===== config.mk =====
export PLATFORM = sky130hd
export DESIGN_NAME = icebus_status_receiver
export DESIGN_NICKNAME = d
export VERILOG_FILES = /design/src/rtl/icebus_pkg.sv /design/src/rtl/uart_rx_byte.sv /design/src/rtl/icebus_status_receiver.sv
export SDC_FILE = /design/constraint.sdc
export NUM_CORES = 1
export LEC_CHECK = 0
export ABC_CLOCK_PERIOD_IN_PS = 3600
export CORE_UTILIZATION = 55
export DETAILED_ROUTE_END_ITERATION = 10
export PLACE_DENSITY = 0.89
export SETUP_SLACK_MARGIN = 0.4
export SLEW_MARGIN = 20
export SYNTH_ARGS = -nofsm -noshare
export SYNTH_HDL_FRONTEND = slang
export SYNTH_SLANG_ARGS = --single-unit

===== constraint.sdc =====
create_clock -name clock -period 3.6 [get_ports clock]
set_input_delay 0.9 -clock clock [delete_from_list [all_inputs] [get_ports clock]]
set_output_delay 0.9 -clock clock [all_outputs]
set_load 0.05 [all_outputs]

===== src/rtl/icebus_pkg.sv =====
// Shared definitions for the iCE motor-board status link: frame constants,
// parser/UART state encodings and the decoded status record.
package icebus_pkg;

  localparam logic [7:0] SYNC_BYTE     = 8'hA5;
  localparam int         PAYLOAD_BYTES = 14;
  localparam int         PAYLOAD_BITS  = PAYLOAD_BYTES * 8;

  typedef enum logic [1:0] {
    PARSE_IDLE,
    PARSE_ID,
    PARSE_PAYLOAD,
    PARSE_CHECK
  } parse_state_t;

  typedef enum logic [1:0] {
    RX_IDLE,
    RX_START,
    RX_DATA,
    RX_STOP
  } rx_state_t;

  typedef struct packed {
    logic [7:0]         motor;
    logic signed [31:0] position;
    logic signed [31:0] velocity;
    logic signed [31:0] displacement;
    logic signed [15:0] current;
  } status_frame_t;

  // Error counters stick at all-ones instead of wrapping.
  function automatic logic [15:0] sat_inc(input logic [15:0] c);
    return (c == '1) ? c : c + 16'd1;
  endfunction

endpackage


===== src/rtl/uart_rx_byte.sv =====
// 8N1 UART byte receiver, LSB first, with a mid-bit sampling scheme.
// byte_valid / framing_error pulse in the cycle of the stop-bit mid-sample.
module uart_rx_byte
  import icebus_pkg::*;
#(
  parameter int BIT_CYCLES = 50
) (
  input  logic       clock,
  input  logic       reset,
  input  logic       rx,
  output logic [7:0] byte_data,
  output logic       byte_valid,
  output logic       framing_error
);

  localparam int CW   = $clog2(BIT_CYCLES);
  localparam int HALF = BIT_CYCLES / 2;

  rx_state_t   state, state_n;
  logic        rx_meta, rx_sync, rx_prev;
  logic [CW-1:0] cnt;
  logic [2:0]  bit_idx;
  logic [7:0]  shift;
  logic        half_end, bit_end, fall;

  assign half_end = (cnt == CW'(HALF - 1));
  assign bit_end  = (cnt == CW'(BIT_CYCLES - 1));
  assign fall     = rx_prev & ~rx_sync;

  // Two-flop synchronizer plus one delay stage for falling-edge detection.
  always_ff @(posedge clock or negedge reset) begin
    if (!reset) begin
      rx_meta <= 1'b1;
      rx_sync <= 1'b1;
      rx_prev <= 1'b1;
    end else begin
      rx_meta <= rx;
      rx_sync <= rx_meta;
      rx_prev <= rx_sync;
    end
  end

  // State register.
  always_ff @(posedge clock or negedge reset) begin
    if (!reset) state <= RX_IDLE;
    else        state <= state_n;
  end

  // Next-state: start on a falling edge, confirm at half bit, 8 data bits, stop.
  always_comb begin
    state_n = state;
    case (state)
      RX_IDLE:  if (fall) state_n = RX_START;
      RX_START: if (half_end) state_n = rx_sync ? RX_IDLE : RX_DATA;
      RX_DATA:  if (bit_end && bit_idx == 3'd7) state_n = RX_STOP;
      RX_STOP:  if (bit_end) state_n = RX_IDLE;
      default:  state_n = RX_IDLE;
    endcase
  end

  // Bit timer and shift register; timer restarts on every state change and data bit.
  always_ff @(posedge clock or negedge reset) begin
    if (!reset) begin
      cnt     <= '0;
      bit_idx <= '0;
      shift   <= '0;
    end else begin
      if (state_n != state || (state == RX_DATA && bit_end)) cnt <= '0;
      else if (state != RX_IDLE)                             cnt <= cnt + CW'(1);
      if (state == RX_START) bit_idx <= '0;
      if (state == RX_DATA && bit_end) begin
        shift   <= {rx_sync, shift[7:1]};
        bit_idx <= bit_idx + 3'd1;
      end
    end
  end

  assign byte_data     = shift;
  assign byte_valid    = (state == RX_STOP) && bit_end && rx_sync;
  assign framing_error = (state == RX_STOP) && bit_end && !rx_sync;

endmodule


===== src/rtl/icebus_status_receiver.sv =====
// Motor status frame receiver: UART bytes -> frame parser -> checksum check,
// with saturating error counters and a one-cycle decoded status strobe.
module icebus_status_receiver
  import icebus_pkg::*;
#(
  parameter int NUMBER_OF_MOTORS     = 6,
  parameter int CLOCK_SPEED_HZ       = 50_000_000,
  parameter int BAUD_RATE            = 1_000_000,
  parameter int FRAME_TIMEOUT_CYCLES = 2000
) (
  input  logic               clock,
  input  logic               reset,
  input  logic               rx,
  output logic               status_valid,
  output logic [7:0]         status_motor,
  output logic signed [31:0] status_position,
  output logic signed [31:0] status_velocity,
  output logic signed [31:0] status_displacement,
  output logic signed [15:0] status_current,
  output logic [15:0]        checksum_error_count,
  output logic [15:0]        frame_error_count,
  output logic               busy
);

  localparam int BIT_CYCLES = CLOCK_SPEED_HZ / BAUD_RATE;
  localparam int GW         = $clog2(FRAME_TIMEOUT_CYCLES + 1);

  logic [7:0] byte_data;
  logic       byte_valid, framing_error;

  uart_rx_byte #(.BIT_CYCLES(BIT_CYCLES)) u_uart (
    .clock         (clock),
    .reset         (reset),
    .rx            (rx),
    .byte_data     (byte_data),
    .byte_valid    (byte_valid),
    .framing_error (framing_error)
  );

  parse_state_t          state, state_n;
  logic [3:0]            byte_idx;
  logic [7:0]            checksum;
  logic [7:0]            frame_motor;
  logic [PAYLOAD_BITS-1:0] frame_payload;
  logic [GW-1:0]         gap_cnt;
  status_frame_t         status_q;

  logic id_ok, bad_id, timeout, abort_frame, check_byte, checksum_ok;

  assign id_ok       = (32'(byte_data) < NUMBER_OF_MOTORS);
  assign bad_id      = (state == PARSE_ID) && byte_valid && !id_ok;
  assign timeout     = (state != PARSE_IDLE) && (gap_cnt == GW'(FRAME_TIMEOUT_CYCLES));
  assign abort_frame = (state != PARSE_IDLE) && (framing_error || timeout || bad_id);
  assign check_byte  = (state == PARSE_CHECK) && byte_valid;
  assign checksum_ok = check_byte && (byte_data == checksum);

  // Parser state register.
  always_ff @(posedge clock or negedge reset) begin
    if (!reset) state <= PARSE_IDLE;
    else        state <= state_n;
  end

  // Parser next-state; any abort condition returns to IDLE first.
  always_comb begin
    state_n = state;
    if (abort_frame) begin
      state_n = PARSE_IDLE;
    end else if (byte_valid) begin
      case (state)
        PARSE_IDLE:    if (byte_data == SYNC_BYTE) state_n = PARSE_ID;
        PARSE_ID:      state_n = PARSE_PAYLOAD;
        PARSE_PAYLOAD: if (byte_idx == 4'(PAYLOAD_BYTES - 1)) state_n = PARSE_CHECK;
        PARSE_CHECK:   state_n = PARSE_IDLE;
        default:       state_n = PARSE_IDLE;
      endcase
    end
  end

  // Frame assembly, running checksum and inter-byte gap timer.
  always_ff @(posedge clock or negedge reset) begin
    if (!reset) begin
      byte_idx      <= '0;
      checksum      <= '0;
      frame_motor   <= '0;
      frame_payload <= '0;
      gap_cnt       <= '0;
    end else begin
      if (state == PARSE_IDLE || byte_valid || framing_error) gap_cnt <= '0;
      else if (!timeout)                                      gap_cnt <= gap_cnt + GW'(1);
      if (byte_valid && state == PARSE_ID) begin
        frame_motor <= byte_data;
        checksum    <= byte_data;
        byte_idx    <= '0;
      end
      if (byte_valid && state == PARSE_PAYLOAD) begin
        frame_payload <= {frame_payload[PAYLOAD_BITS-9:0], byte_data};
        checksum      <= checksum ^ byte_data;
        byte_idx      <= byte_idx + 4'd1;
      end
    end
  end

  // Status latch, strobe and saturating error counters.
  always_ff @(posedge clock or negedge reset) begin
    if (!reset) begin
      status_valid         <= 1'b0;
      status_q             <= '0;
      checksum_error_count <= '0;
      frame_error_count    <= '0;
    end else begin
      status_valid <= 1'b0;
      if (checksum_ok) begin
        status_valid          <= 1'b1;
        status_q.motor        <= frame_motor;
        status_q.position     <= frame_payload[111:80];
        status_q.velocity     <= frame_payload[79:48];
        status_q.displacement <= frame_payload[47:16];
        status_q.current      <= frame_payload[15:0];
      end else if (check_byte) begin
        checksum_error_count <= sat_inc(checksum_error_count);
      end
      if (abort_frame) frame_error_count <= sat_inc(frame_error_count);
    end
  end

  assign status_motor        = status_q.motor;
  assign status_position     = status_q.position;
  assign status_velocity     = status_q.velocity;
  assign status_displacement = status_q.displacement;
  assign status_current      = status_q.current;
  assign busy                = (state != PARSE_IDLE);

endmodule

After elaboration in Yosys (flattened, before gate mapping)
Index checks and enable logic that the tools add are counted.

Bits in registers: 320. Latch bits: 0. Memory bits (writable): 0. Memory bits (read-only): 0. Memories kept: 0.

Add/sub/neg operators: 6. Multipliers: 0. Div/mod/pow operators: 0. Order comparisons: 1. Eq/ne operators: 19. Shift-type cells: 0. Muxes and demuxes: 22. Bitwise gates (word level): 6. Reductions and logical operators: 30.

Operators by type and width (count): adder 16 x 1 -> 16 bit, second input constant (2); equality test 16 bit, second input constant (2); 2-to-1 mux 11 bit (2); 2-to-1 mux 2 bit (9); 2-to-1 mux 8 bit (2); case mux 2 bit (4 select lines) (2); logical AND 1 bit (12); 2-to-1 mux 6 bit (2); nonzero test 2 bit (6); adder 11 x 1 -> 11 bit, second input constant (1); equality test 11 bit, second input constant (1); equality test 2 bit, second input constant (4); equality test 8 bit (1); equality test 8 bit, second input constant (1); less-than comparator 8 x 3 -> 1 bit, second input constant (1); 2-to-1 mux 4 bit (2); bitwise XOR 8 bit (1); adder 6 x 1 -> 6 bit, second input constant (1); equality test 6 x 5 -> 1 bit, second input constant (1); equality test 6 bit, second input constant (1); 2-to-1 mux 3 bit (2); != test 3 bit, second input constant (2); AND reduction 3 bit (2); logical OR 1 bit (5); other kinds (13) (19).

Depth between registers and ports, before layout
Depth in word-level cells: 9. Gate-level depth with buffers: 11. Gate-level depth less buffers: 8.

Modules after synthesis
A second synthesis with hierarchy kept.

Cells, all modules: 922. Area total of the unflattened synthesis: 13000.0 µm².

By module, submodules not included: icebus_status_receiver (instances 1, cells each 829, area each 11950.2 µm², sequential area each 7457.2 µm²); uart_rx_byte (instances 1, cells each 93, area each 1049.8 µm², sequential area each 554.3 µm²).

Worst setup path before layout
Ideal clock, no wire load.

Path kind: flip-flop to flip-flop. From: reg state[0]. To: reg frame_error_count[1]. Library setup time: 0.125 ns. Arrival time: 2.067 ns. Required time: 3.475 ns. Slack: 1.408 ns. Cell stages (with the launch flop): 8. Path buffers: 0. Period minus slack after synthesis: 2.192 ns. Cell sequence: dfrtp_1 -> inv_1 -> ha_1 -> inv_1 -> o21ai_0 -> o31a_1 -> a21oi_4 -> mux2_2.

Cells in the longest elaborated chain, start to end: 6.

Ends and longest elaborated chain: from (decl) (line icebus_status_receiver.sv:40) `parse_state_t state, state_n;`; from (signal assigned) (line icebus_status_receiver.sv:60) `else state <= state_n;`; nonzero test 2 bit *; net busy (line icebus_status_receiver.sv:22) `output logic busy`; logical AND 1 bit (line icebus_status_receiver.sv:52) `assign timeout = (state != PARSE_IDLE) && (gap_cnt == GW'(FRAME_TIMEOUT_CYCLES));`; logical OR 1 bit (2 in series) (line icebus_status_receiver.sv:53) `assign abort_frame = (state != PARSE_IDLE) && (framing_error || timeout || bad_id);`; logical AND 1 bit * (line icebus_status_receiver.sv:53); AND reduction 2 bit (no source line) *; to (signal assigned) (line icebus_status_receiver.sv:122) `if (abort_frame) frame_error_count <= sat_inc(frame_error_count);`; to (decl) (line icebus_status_receiver.sv:21) `output logic [15:0] frame_error_count,`.

The timed path passes the listed nets; every way through them passes the cells marked *. A chain may end at the register's enable or synchronous reset.

Worst setup path after layout
From: reg state[1]. To: out busy.

Cells in the longest elaborated chain, start to end: 1.

Ends and longest elaborated chain: nonzero test 2 bit (line icebus_status_receiver.sv:131) `assign busy = (state != PARSE_IDLE);`; to (decl) (line icebus_status_receiver.sv:22).

No other way between the ends.

==> metrics.txt <==
# TYPE chip_impl_metric gauge
chip_impl_metric{name="maximum_clock_path_buffer_count",unit=""} 3
chip_impl_metric{name="io-pin-count",unit=""} 157
chip_impl_metric{name="avgRoutedWirePerCell",unit="um"} 17.77
chip_impl_info{name="cts-root-buf",value="sky130_fd_sc_hd__clkbuf_16"} 1
chip_impl_metric{name="cts_inserted_buffers",unit=""} 34
chip_impl_info{name="path_class",value="register to output port"} 1
chip_impl_metric{name="count_of_maximum_capacitance_violations",unit=""} 0
chip_impl_metric{name="post_synth_mux_area_share",unit="%"} 21.85
chip_impl_metric{name="synthesis.nets",unit=""} 942
chip_impl_metric{name="antenna_cells",unit=""} 0
chip_impl_metric{name="timing.critical_path.required",unit="ns"} 2.70
chip_impl_metric{name="yosysUniqueCellTypes",unit=""} 52
chip_impl_metric{name="ant_nets",unit=""} 0
chip_impl_info{name="timing.hold.worst.class",value="register to register"} 1
chip_impl_metric{name="fillCellCount",unit=""} 1589
chip_impl_metric{name="clk-insertion-delay-late",unit="ns"} 0.50
chip_impl_metric{name="yosys_warnings",unit=""} 0
chip_impl_info{name="rsz0062_at_grt",value="false"} 1
chip_impl_metric{name="final_hold_vio_count",unit=""} 0
chip_impl_metric{name="timing_max_transition_violations_final",unit=""} 0
chip_impl_metric{name="length_of_the_first_detailed_routing_pass_in_iterations",unit=""} 6
chip_impl_metric{name="routabilityCongestion",unit=""} 0.7801
chip_impl_metric{name="vias_per_cell",unit=""} 5.391
chip_impl_metric{name="hold_bufs_at_cts",unit=""} 0
chip_impl_metric{name="power.switching",unit="mW"} 1.569
chip_impl_metric{name="critical_path_arrival",unit="ns"} 2.20
chip_impl_metric{name="power.internal",unit="mW"} 5.674
chip_impl_info{name="synth_top_family_by_area",value="multiplexers"} 1
chip_impl_info{name="end_kind",value="output port"} 1
chip_impl_metric{name="synthCells",unit=""} 924
chip_impl_metric{name="finalCriticalPeriod",unit="ns"} 3.100
chip_impl_metric{name="overall_overflow_remaining_after_global_route",unit=""} 0
chip_impl_metric{name="dieHeight",unit="um"} 156.1
chip_impl_metric{name="first_pass_grt_wire_length",unit="um"} 41970
chip_impl_metric{name="finish.utilization",unit="%"} 68.46
chip_impl_metric{name="area.growth.synth_to_final",unit="%"} 22.63
chip_impl_metric{name="io_port_bufs",unit=""} 156
chip_impl_metric{name="power.share.clock",unit="%"} 45.5
chip_impl_metric{name="clock.fmax",unit="MHz"} 322.6
chip_impl_metric{name="timing.final.crit_share",unit="%"} 86.10
chip_impl_metric{name="synth.yosys.seq_area_share",unit="%"} 61.32
chip_impl_metric{name="synth_xor_area_share",unit="%"} 3.486
chip_impl_metric{name="wirelength",unit="um"} 25330
chip_impl_metric{name="syn-mean-instance-area",unit="um^2"} 14.14
chip_impl_metric{name="grt_antenna_before_repair",unit=""} 0
chip_impl_metric{name="htreeDepth",unit=""} 2
chip_impl_metric{name="setup_viol",unit=""} 0
chip_impl_metric{name="worst-slew-pin-transition",unit="ns"} 0.6711
chip_impl_info{name="status",value="finished clean"} 1
chip_impl_metric{name="drt_first_iter_violations",unit=""} 396
chip_impl_metric{name="pwr-share-seq",unit="%"} 51.2
chip_impl_metric{name="drt_drc_violations_left",unit=""} 0
chip_impl_metric{name="drive_above_1_share",unit="%"} 28.82
chip_impl_metric{name="crit_path_max_fanout",unit=""} 5
chip_impl_metric{name="comb_power_share",unit="%"} 3.2
chip_impl_metric{name="floorplan.die.width",unit="um"} 156.1
chip_impl_metric{name="power_density_normalized_to_cell_area",unit="nW/um^2"} 452.0
chip_impl_metric{name="timing.setup.tns",unit="ns"} 0
chip_impl_metric{name="post_synth_and_or_nand_nor_area_fraction",unit="%"} 6.301
chip_impl_metric{name="report.power.total",unit="mW"} 7.242
chip_impl_metric{name="grt_usage",unit="%"} 21.73
chip_impl_metric{name="number_of_enable_type_register_cells_in_the_synthesized_netlist",unit=""} 0
chip_impl_metric{name="std_cell_rows",unit=""} 56
chip_impl_metric{name="clock_sink_count",unit=""} 320
chip_impl_metric{name="timing.max_slew.rel_slack",unit="%"} 54.85
chip_impl_info{name="most_common_library_cell_in_the_layout_ignoring_fill_and_taps",value="sky130_fd_sc_hd__dfrtp_1"} 1
chip_impl_metric{name="hpwl",unit="um"} 16820
chip_impl_metric{name="clk_transition_reported_paths",unit="ns"} 0.06
chip_impl_metric{name="synth_compound_area_share",unit="%"} 2.978
chip_impl_metric{name="core_area",unit="um^2"} 23400
chip_impl_metric{name="synth_async_sr_flop_share",unit="%"} 100.0
chip_impl_info{name="tritoncts",value="done"} 1
chip_impl_metric{name="cts_post_setup_buffers_inserted",unit=""} 0
chip_impl_info{name="final_cell_mix",value="317 x sky130_fd_sc_hd__dfrtp_1, 241 x sky130_fd_sc_hd__mux2_2, 155 x sky130_fd_sc_hd__clkdlybuf4s50_1, 55 x sky130_fd_sc_hd__nor2_1, 41 x sky130_fd_sc_hd__nand2_1"} 1
chip_impl_metric{name="dieArea",unit="um^2"} 24380
chip_impl_info{name="setup.worst_path.start_class",value="register"} 1
chip_impl_metric{name="vdd.ir_drop.worst",unit="mV"} 0.3921
chip_impl_info{name="dominantRegCellSynth",value="sky130_fd_sc_hd__dfrtp_1"} 1
chip_impl_metric{name="fin_worst_skew",unit="ns"} 0.01772
chip_impl_metric{name="ctsResizeCount",unit=""} 0
chip_impl_metric{name="static-leakage-power",unit="nW"} 7.918
chip_impl_metric{name="synthAdderAreaFrac",unit="%"} 1.437
chip_impl_metric{name="dr_total_vias",unit=""} 7688
chip_impl_metric{name="flip_flop_and_latch_count_after_synthesis",unit=""} 320
chip_impl_metric{name="floorplan.initialDensity",unit="%"} 55.83
chip_impl_metric{name="swShare",unit="%"} 21.66
chip_impl_metric{name="fin_nets",unit=""} 1103
chip_impl_metric{name="largest_net_degree_at_the_start_of_global_routing",unit=""} 85
chip_impl_metric{name="synth.cell_area",unit="um^2"} 13070
chip_impl_metric{name="grt_pass1_vias",unit=""} 8138
-- power by group through the flow --
stage | Combinational (mW) | Sequential, mW | Clock [mW]
floorplan | 0.154 | 3.73 | 0
global placement | 0.217 | 3.77 | 0
detailed placement | 0.235 | 3.77 | 0
CTS | 0.241 | 3.71 | 3.38
global route | 0.270 | 3.72 | 3.51
finish | 0.235 | 3.71 | 3.30
-- state kept, by name, indices dropped and copies added (netlist names), 3 cells and up --
register,flops
gap_cnt,11
status_current,16
frame_payload,112
checksum_error_count,16
u_uart.cnt,6
status_position,32
byte_idx,4
u_uart.byte_data,8
frame_motor,8
status_displacement,32
status_motor,8
status_velocity,32
u_uart.bit_idx,3
checksum,8
frame_error_count,16
-- metal layers --
layer  GRT usage, %  share of wire (%)
met1          27.89                 43
met4          7.003                1.8
met2          37.50                 51
met3          3.778                4.2
met5              0                  0
-- cells by family (layout without fill, tap and decap cells) --
family                     after synthesis  count (layout)
DFF                                    320             320
muxes                                  254             254
and+or+nand+nor                        169             169
buffers and inverters                   58             241
AOI/OAI and AO/OA                       56              56
xor gates and xnor gates                52              52
adders and majority gates               15              15
-- cell usage after synthesis, types with 2 or more instances --
library cell / n / area [um^2]
sky130_fd_sc_hd__and3_1: 11 / 68.82
sky130_fd_sc_hd__a22o_1: 5 / 43.79
sky130_fd_sc_hd__a21oi_1: 16 / 80.08
sky130_fd_sc_hd__xnor2_1: 37 / 324.1
sky130_fd_sc_hd__nand4_1: 18 / 112.6
sky130_fd_sc_hd__a211oi_1: 3 / 22.52
sky130_fd_sc_hd__o2111ai_1: 2 / 17.52
sky130_fd_sc_hd__clkbuf_1: 10 / 37.54
sky130_fd_sc_hd__ha_1: 15 / 187.7
sky130_fd_sc_hd__buf_4: 5 / 37.54
sky130_fd_sc_hd__dfrtp_1: 317 / 7933
sky130_fd_sc_hd__and2_1: 3 / 18.77
sky130_fd_sc_hd__buf_2: 18 / 90.09
sky130_fd_sc_hd__a21o_1: 5 / 37.54
sky130_fd_sc_hd__dfstp_2: 3 / 78.83
sky130_fd_sc_hd__o211a_1: 4 / 40.04
sky130_fd_sc_hd__nor2_1: 55 / 206.5
sky130_fd_sc_hd__nor2_2: 2 / 12.51
sky130_fd_sc_hd__inv_1: 12 / 45.04
sky130_fd_sc_hd__nor3_1: 3 / 15.01
sky130_fd_sc_hd__nand2_1: 41 / 153.9
sky130_fd_sc_hd__o21ai_0: 11 / 55.05
sky130_fd_sc_hd__nand2b_1: 2 / 12.51
sky130_fd_sc_hd__nand2_2: 2 / 12.51
sky130_fd_sc_hd__mux2_1: 9 / 101.4
sky130_fd_sc_hd__nand3_1: 17 / 85.08
sky130_fd_sc_hd__mux2_2: 241 / 2714
sky130_fd_sc_hd__mux2i_1: 4 / 40.04
sky130_fd_sc_hd__nor3b_1: 2 / 15.01
sky130_fd_sc_hd__or3_1: 3 / 18.77
sky130_fd_sc_hd__xor2_1: 15 / 131.4
sky130_fd_sc_hd__a31oi_1: 2 / 12.51
sky130_fd_sc_hd__buf_6: 11 / 123.9
sky130_fd_sc_hd__o2bb2ai_1: 2 / 17.52
-- critical path, stage by stage (launching register included) --
cell	delay, ns
sky130_fd_sc_hd__dfrtp_1	0.43
sky130_fd_sc_hd__inv_1	0.10
sky130_fd_sc_hd__ha_1	0.22
sky130_fd_sc_hd__inv_1	0.14
sky130_fd_sc_hd__clkdlybuf4s50_1	0.83
-- path summary, 6_finish.rpt --
check | slack (ns) | to | startpoint | depth (start not counted)
worst max-delay path | 0.50 | busy | state[1] | 4
worst min-delay path | 0.35 | u_uart.rx_sync | u_uart.rx_meta | 0
worst max register to register | 1.05 | checksum_error_count[1] | u_uart.state[0] | 6
worst min register to register | 0.35 | u_uart.rx_sync | u_uart.rx_meta | 0
max in group asynchronous | 2.33 | status_motor[2] | reset | 2
min in group asynchronous | 0.38 | frame_payload[105] | reset | 1
-- per-stage QoR --
step | hold WS (ns) | area (um^2) | instances | setup WS (ns)
after floorplan | 0.3452 | 13070 | 924 | 1.408
after global placement | 0.3483 | 14960 | 1368 | 1.088
after detailed placement | 0.3468 | 14960 | 1368 | 1.024
after CTS | 0.3530 | 16020 | 1426 | 0.5118
after global routing | 0.3678 | 16020 | 1426 | 0.4301
final | 0.3528 | 16020 | 1426 | 0.5002
-- area by class of cell --
class | count | area (um^2) | share of cell area, %
clock buffers | 49 | 978.4 | 6.107
clock inverters | 9 | 80.08 | 0.4998
inverters | 12 | 45.04 | 0.2811
multi-input cells | 546 | 4728 | 29.51
flip-flops and latches | 320 | 8011 | 50.00
well taps | 319 | 399.1 | 2.491
repair buffers | 171 | 1779 | 11.11
Note: power is estimated with default switching activity, not from simulation.
